===== config.mk =====
export PLATFORM = sky130hd
export DESIGN_NAME = snn_pool_event_encoder
export DESIGN_NICKNAME = d
export VERILOG_FILES = /design/src/rtl/snn_pool_event_encoder.sv
export SDC_FILE = /design/constraint.sdc
export NUM_CORES = 1
export LEC_CHECK = 0
export BUFFER_PORTS_ARGS = -buffer_cell sky130_fd_sc_hd__buf_2
export CAP_MARGIN = 20
export CORE_ASPECT_RATIO = 0.8
export CORE_UTILIZATION = 55
export DETAILED_ROUTE_END_ITERATION = 10
export PLACE_DENSITY = 0.76
export SYNTH_ARGS = -nofsm -noshare
export SYNTH_HDL_FRONTEND = slang
export SYNTH_SLANG_ARGS = --single-unit

===== constraint.sdc =====
create_clock -name clk -period 27 [get_ports clk]
set_input_delay 5.4 -clock clk [delete_from_list [all_inputs] [get_ports clk]]
set_output_delay 5.4 -clock clk [all_outputs]
set_load 0.01 [all_outputs]

===== src/rtl/snn_pool_event_encoder.sv =====
// snn_pool_event_encoder: turns a raster-ordered pooled feature stream into AER event words buffered in a small FIFO.
module snn_pool_event_encoder #(
  parameter int MAP_WIDTH  = 14,
  parameter int MAP_HEIGHT = 14,
  parameter int CHANNELS   = 32,
  parameter int DATA_WIDTH = 8,
  parameter int THRESHOLD  = 0,
  parameter int FIFO_DEPTH = 16
) (
  input  logic                            clk,
  input  logic                            reset,
  input  logic                            enable,
  input  logic [DATA_WIDTH-1:0]           s_axis_input_tdata,
  input  logic                            s_axis_input_tvalid,
  output logic                            s_axis_input_tready,
  input  logic                            s_axis_input_tlast,
  input  logic [7:0]                      s_axis_input_tuser,
  output logic [24+DATA_WIDTH-1:0]        m_axis_event_tdata,
  output logic                            m_axis_event_tvalid,
  input  logic                            m_axis_event_tready,
  output logic                            m_axis_event_tlast,
  output logic                            m_axis_event_tuser,
  output logic [31:0]                     event_count,
  output logic [31:0]                     frame_count,
  output logic [$clog2(FIFO_DEPTH):0]     fifo_level,
  output logic                            sync_error
);
  localparam int AW = $clog2(FIFO_DEPTH);
  localparam int LW = AW + 1;
  localparam int EW = 24 + DATA_WIDTH;
  localparam int MW = EW + 2;
  localparam logic [7:0] X_MAX = 8'(MAP_WIDTH - 1);
  localparam logic [7:0] Y_MAX = 8'(MAP_HEIGHT - 1);
  localparam logic [7:0] C_MAX = 8'(CHANNELS - 1);
  localparam logic [LW-1:0] FULL_LVL = LW'(FIFO_DEPTH);
  localparam logic [DATA_WIDTH-1:0] THR = DATA_WIDTH'(THRESHOLD);
  logic [MW-1:0] mem_q [FIFO_DEPTH];
  logic [MW-1:0] mem_d [FIFO_DEPTH];
  logic [AW-1:0] wr_ptr_q, wr_ptr_d, rd_ptr_q, rd_ptr_d;
  logic [LW-1:0] level_q, level_d;
  logic [7:0] x_q, x_d, y_q, y_d, ch_q, ch_d;
  logic [31:0] event_count_q, event_count_d, frame_count_q, frame_count_d;
  logic sync_error_q, sync_error_d;
  logic full, empty, accept, pop, push, hit, pos_last, frame_end;
  logic [MW-1:0] head, word;
  always_comb begin
    full = level_q == FULL_LVL;
    empty = level_q == '0;
    s_axis_input_tready = enable && !full;
    accept = s_axis_input_tvalid && s_axis_input_tready;
    head = mem_q[rd_ptr_q];
    pop = !empty && m_axis_event_tready;
    pos_last = x_q == X_MAX && y_q == Y_MAX && ch_q == C_MAX;
    frame_end = pos_last || s_axis_input_tlast;
    hit = s_axis_input_tdata > THR;
    push = accept && (hit || frame_end);
    // Low bits of each entry: tlast, then tuser (set only for a marker word).
    word = {ch_q, y_q, x_q, hit ? s_axis_input_tdata : DATA_WIDTH'(0), frame_end, !hit};
    m_axis_event_tvalid = !empty;
    m_axis_event_tdata = empty ? EW'(0) : head[MW-1:2];
    m_axis_event_tlast = !empty && head[1];
    m_axis_event_tuser = !empty && head[0];
    event_count = event_count_q;
    frame_count = frame_count_q;
    fifo_level = level_q;
    sync_error = sync_error_q;
  end
  always_comb begin
    mem_d = mem_q;
    if (push) mem_d[wr_ptr_q] = word;
    wr_ptr_d = push ? wr_ptr_q + AW'(1) : wr_ptr_q;
    rd_ptr_d = pop ? rd_ptr_q + AW'(1) : rd_ptr_q;
    level_d = level_q + LW'(push) - LW'(pop);
    event_count_d = event_count_q + 32'(pop && !head[0]);
    frame_count_d = frame_count_q + 32'(accept && frame_end);
    sync_error_d = sync_error_q || (accept && (s_axis_input_tuser != ch_q || s_axis_input_tlast != pos_last));
    x_d = x_q;
    y_d = y_q;
    ch_d = ch_q;
    if (accept) begin
      x_d = (frame_end || x_q == X_MAX) ? 8'd0 : x_q + 8'd1;
      y_d = (frame_end || (x_q == X_MAX && y_q == Y_MAX)) ? 8'd0 : y_q + 8'(x_q == X_MAX);
      ch_d = frame_end ? 8'd0 : ch_q + 8'(x_q == X_MAX && y_q == Y_MAX);
    end
  end
  always_ff @(posedge clk or posedge reset) begin
    if (reset) begin
      for (int i = 0; i < FIFO_DEPTH; i++) mem_q[i] <= '0;
      wr_ptr_q <= '0;
      rd_ptr_q <= '0;
      level_q <= '0;
      x_q <= '0;
      y_q <= '0;
      ch_q <= '0;
      event_count_q <= '0;
      frame_count_q <= '0;
      sync_error_q <= 1'b0;
    end else begin
      mem_q <= mem_d;
      wr_ptr_q <= wr_ptr_d;
      rd_ptr_q <= rd_ptr_d;
      level_q <= level_d;
      x_q <= x_d;
      y_q <= y_d;
      ch_q <= ch_d;
      event_count_q <= event_count_d;
      frame_count_q <= frame_count_d;
      sync_error_q <= sync_error_d;
    end
  end
endmodule


---- Word level (Yosys, flattened, before mapping) ----
Cells that the tools add are included.
word-level totals
  flip-flop bits (word level) ............. 646
  bits in latches ......................... 0
  memory bits (writable) .................. 0
  ROM bits ................................ 0
  input bits .............................. 22
  output and inout bits ................... 106
  word-level logic and storage cells ...... 80
  memories kept ........................... 0
operators by class
  $add $sub $neg .......................... 9
  multiply operators ...................... 0
  divide/modulo/power cells ............... 0
  $lt $le $gt $ge ......................... 4
  eq/ne operators ......................... 6
  shifts and indexed selects .............. 0
  mux-type cells .......................... 11
  bitwise operators ....................... 2
  reduce and logical (&&, ||, !) cells .... 23
operators by type and width
  kind                                                 count
  bitwise mux 544 bit                                  1
  binary-select mux 34 bit (select 4 bit)              1
  demux 34 bit (select 4 bit)                          1
  2-to-1 mux 34 bit                                    3
  adder 32 x 1 -> 32 bit                               2
  2-to-1 mux 32 bit                                    1
  2-to-1 mux 8 bit                                     4
  adder 8 x 1 -> 8 bit                                 2
  equality test 8 x 4 -> 1 bit, second input constant  2
  logical AND 1 bit                                    12
  >= comparator 5 bit, second input constant           2
  NOT 4 -> 5 bit                                       2
  adder 4 x 1 -> 4 bit, second input constant          2
  adder 8 x 1 -> 8 bit, second input constant          1
  equality test 8 x 5 -> 1 bit, second input constant  1
  > comparator 8 x 1 -> 1 bit, second input constant   1
  != test 8 bit                                        1
  logical OR 1 bit                                     6
  adder 5 x 1 -> 5 bit                                 1
  equality test 5 bit, second input constant           1
  logical NOT 5 bit                                    1
  < comparator 5 x 1 -> 1 bit, second input constant   1
  subtractor 5 x 1 -> 5 bit                            1
  logical NOT 1 bit                                    4
  != test 1 bit                                        1

---- Longest topological paths before layout ----
  word-level depth ........................ 8
  gate-level depth with buffers ........... 20

---- Least setup slack after synthesis ----
No wires, ideal clock.
  path kind ............................... in2out
  start ................................... input enable
  end ..................................... output s_axis_input_tready
  arrival time ............................ 5.597 ns
  data required time ...................... 21.600 ns
  path slack .............................. 16.003 ns
  stages on the path ...................... 1
  buffers on the path ..................... 0
  cells stage by stage .................... nor2b_1
on the way
  word-level cells in the longest chain between the ends .. 1
ends and longest elaborated chain
  item               line  source
  from (decl)        12    input logic enable,
  logical AND 1 bit  49    s_axis_input_tready = enable && !full;
  to (decl)          15    output logic s_axis_input_tready,
Every way passes these cells.

---- Worst setup path after layout ----
Same ends and word-level chain as after synthesis.

==> key figures <==
Power and ir drop
  • Pwr dens: 87.7 nW/µm²
  • Total power draw: 2.89 mW
  • Max rail drop VDD: approximately 0.064 mV
  • Pleak: 16.2 nW

CTS
  • Clock sink count: roughly 650
  • Num CTS Buffers: 61
  • CTS tree: done
  • Root Buffer: clkbuf_16
  • Hold buffers post-CTS: 0
  • Clk_lat worst skew: 0.65 ns
  • Clock buffer depth: 3
  • Clock Pin Slew Worst Setup and Hold Paths: 0.06 ns
  • Cts repair resizes: 0
  • Post-CTS Setup Inserts: 0
  • # H-tree levels: 2

Timing
  • Clock Skew: between 0.02 and 0.03 ns
  • Fin crit share: between 40 and 50%
  • RSZ-0062 raised after global routing: no
  • Final TNS setup: 0 ns
  • Max Freq: roughly 0.090 GHz
  • Minimum clock period: 11.15 ns
  • Worst-margin pin slew: ~1.1 ns
  • Slew margin rel.: 28.9%
  • Hold Vio Cnt, Final: 0
  • # setup viols final: 0
  • Fin. max-slew vios: 0

Min path
  • Worst hold endpoint: event_count[31]$_DFF_PP0_
  • Worst hold path class: flop to flop
  • Min-delay src: event_count[31]$_DFF_PP0_
  • Hold depth: 1

Drt
  • Vias: 16982
  • DRT iter0 DRCs: between 1000 and 1500
  • WL/cell: ~24 µm
  • DR pass1 iterations: 5
  • Antenna-violating nets left: 0
  • Via/cell ratio: about 6.1
  • Final WL: 66200 µm
  • # DRC: 0

Synth
  • Number of synthesized register bits: 646
  • Synth cell types: 56
  • EDFF count, synth: 0
  • Syn Std Cell Area: 30200 µm²
  • Top_reg_cell synth: dfrtp_1
  • Avg Inst Size Synth: 15.2 µm²
  • Ys async rst share: 100%
  • Post-synthesis sequential area ratio: 53.5%
  • Cell count after synthesis: 1984
  • Syn_nets: approximately 2000
  • YS warnings: 0

Floorplanning
  • I/O pins: around 130
  • Initial core utilization: 55.9%
  • Die height: 212 µm
  • DIE AREA: 55800 µm²
  • Die width: approximately 260 µm
  • Rows: 76
  • Core area: roughly 54000 µm²

Placement
  • GP Congestion: 0.783
  • Placed insts: 2667
  • Placed Area: 30900 µm²
  • Port Buffers: 127
  • Estimated wirelength of the detail-placed design: ~36000 µm

Global routing
  • Vias in the first global route: 17953
  • GR Overflow Total: 0
  • Tot GR Track Use: 24.5%
  • Initial antenna violation count: 0
  • Pin count of the biggest net entering global routing: about 190
  • First-pass GRT wire length: 105000 µm

Finish
  • Post-route non-filler standard cell count: 2779
  • Share of layout cells above drive strength 1: 38.8%
  • Register area: 16200 µm²
  • Multi-input logic area: 12900 µm²
  • Antenna cell count: 0
  • Layout Nets: 2077
  • Fill cell count: 4008
  • Synthesis-to-layout area growth: 9.14%
  • Post-layout util: 61.0%
  • Finished Cell Area: 33000 µm²

Setup path
  • RR Startpoint: rd_ptr_q[0]$_DFFE_PP0P_
  • R2R Path End: event_count[14]$_DFF_PP0_
  • Setup slack, reg-to-reg: 21.66 ns
  • Worst setup path class: primary input to primary output
  • CP max FO: 2
  • Arr. time, crit path: 5.75 ns
  • Kind of end point of the critical path: primary output
  • CP Launch Type: primary input
  • Reg2Reg Depth: 13
  • Req. time, crit path: 21.60 ns

Job
  • Max Cap Viol: 0

Status
  • Status: complete, no violations
==> power by group <==
group / internal [mW] / switching [mW] / leakage [nW] / total (mW)
registers: 1.13 / 0.141 / 8.75 / 1.27
clock network: 0.487 / 0.368 / 0.985 / 0.855
logic: 0.383 / 0.380 / 6.41 / 0.762
==> cell type report <==
class | count | share of cell area [%]
well taps | 702 | 2.67
clock inverters | 16 | 0.573
inverters | 26 | 0.319
repair buffers | 150 | 2.73
flip-flops and latches | 646 | 49.1
multi-input cells | 1147 | 39.2
clock buffers | 92 | 5.47
==> registers in the layout, indices dropped and copies added (netlist names) <==
| register | flops |
|---|---|
| frame_count | 32 |
| x_q | 8 |
| event_count | 32 |
| ch_q | 8 |
| wr_ptr_q | 4 |
| rd_ptr_q | 4 |
| mem_q | 544 |
| sync_error | 1 |
| y_q | 8 |
| fifo_level | 5 |
==> cell usage after synthesis (2+ instances only) <==
| cell | n | area (µm²) |
|---|---|---|
| a21o_1 | 3 | 22.5 |
| a21oi_1 | 5 | 25.0 |
| a22o_1 | 17 | 149 |
| and2_1 | 5 | 31.3 |
| and3_1 | 8 | 50.1 |
| and4_1 | 5 | 43.8 |
| buf_1 | 11 | 41.3 |
| buf_12 | 6 | 120 |
| buf_2 | 16 | 80.1 |
| buf_4 | 6 | 45.0 |
| buf_6 | 37 | 417 |
| clkbuf_1 | 88 | 330 |
| dfrtp_1 | 646 | 16200 |
| ha_1 | 22 | 275 |
| inv_1 | 26 | 97.6 |
| mux2_1 | 132 | 1490 |
| mux2_2 | 341 | 3840 |
| mux2_4 | 58 | 871 |
| mux2i_1 | 67 | 671 |
| mux4_2 | 136 | 3060 |
| nand2_1 | 48 | 180 |
| nand2b_1 | 4 | 25.0 |
| nand3_1 | 44 | 220 |
| nand3_4 | 11 | 193 |
| nand4_1 | 24 | 150 |
| nand4_2 | 2 | 25.0 |
| nand4_4 | 2 | 42.5 |
| nor2_1 | 38 | 143 |
| nor2b_1 | 4 | 25.0 |
| nor3_1 | 10 | 50.1 |
| nor4_1 | 7 | 43.8 |
| o21ai_0 | 5 | 25.0 |
| o22ai_1 | 36 | 225 |
| o31ai_1 | 6 | 45.0 |
| or3_1 | 2 | 12.5 |
| or4_1 | 3 | 22.5 |
| xnor2_1 | 57 | 499 |
| xor2_1 | 28 | 245 |
==> critical path, stage by stage <==
cell and delay [ns]:
buf_2 0.10, nor2b_1 0.12, buf_2 0.13
==> stage by stage <==
| stage | hold slack, ns | setup WS [ns] |
|---|---|---|
| after detailed placement | 0.460 | 15.85 |
| after floorplan | 0.459 | 3.50 |
| after global routing | 0.489 | 15.83 |
| after global placement | 0.451 | 15.84 |
| after CTS | 0.472 | 15.85 |
| final | 0.466 | 15.85 |
==> cell families (layout without fill, tap and decap cells) <==
group | count (synthesis) | after routing | synth area share [%]
adder cells (fa/ha/maj) | 23 | 23 | 0.978
AO/OA/AOI/OAI | 78 | 78 | 1.82
flip-flops | 646 | 646 | 53.5
AND/OR/NAND/NOR | 227 | 227 | 4.52
buffers and inverters | 191 | 284 | 3.80
multiplexers | 734 | 734 | 32.9
XOR/XNOR | 85 | 85 | 2.47
==> routing by layer <==
layer	vias to the layer above	routed length, µm	track usage (%)	part of all wire (%)
met5	-	0	0	0
met4	0	1550	6.88	2.3
met3	118	3160	4.59	4.8
met2	382	32100	39.6	49
met1	9081	29400	34.2	44
li1	7401	-	-	-
==> placed cells by master (no fill, tap or decap), drive strengths merged, types with 39 or more instances in the layout <==
| cell | n |
|---|---|
| xnor2 | 57 |
| mux2i | 67 |
| dfrtp | 646 |
| clkbuf | 92 |
| mux2 | 531 |
| nand3 | 56 |
| nand2 | 48 |
| nor2 | 39 |
| buf | 150 |
| mux4 | 136 |
==> worst max path at each step <==
stage,startpoint,endpoint
after global placement,enable,s_axis_input_tready
after floorplan,reset,ch_q[0]$_DFFE_PP0P_
after detailed placement,enable,s_axis_input_tready
after CTS,enable,s_axis_input_tready
after global routing,enable,s_axis_input_tready
final,enable,s_axis_input_tready
(Power assumes the default switching activity.)
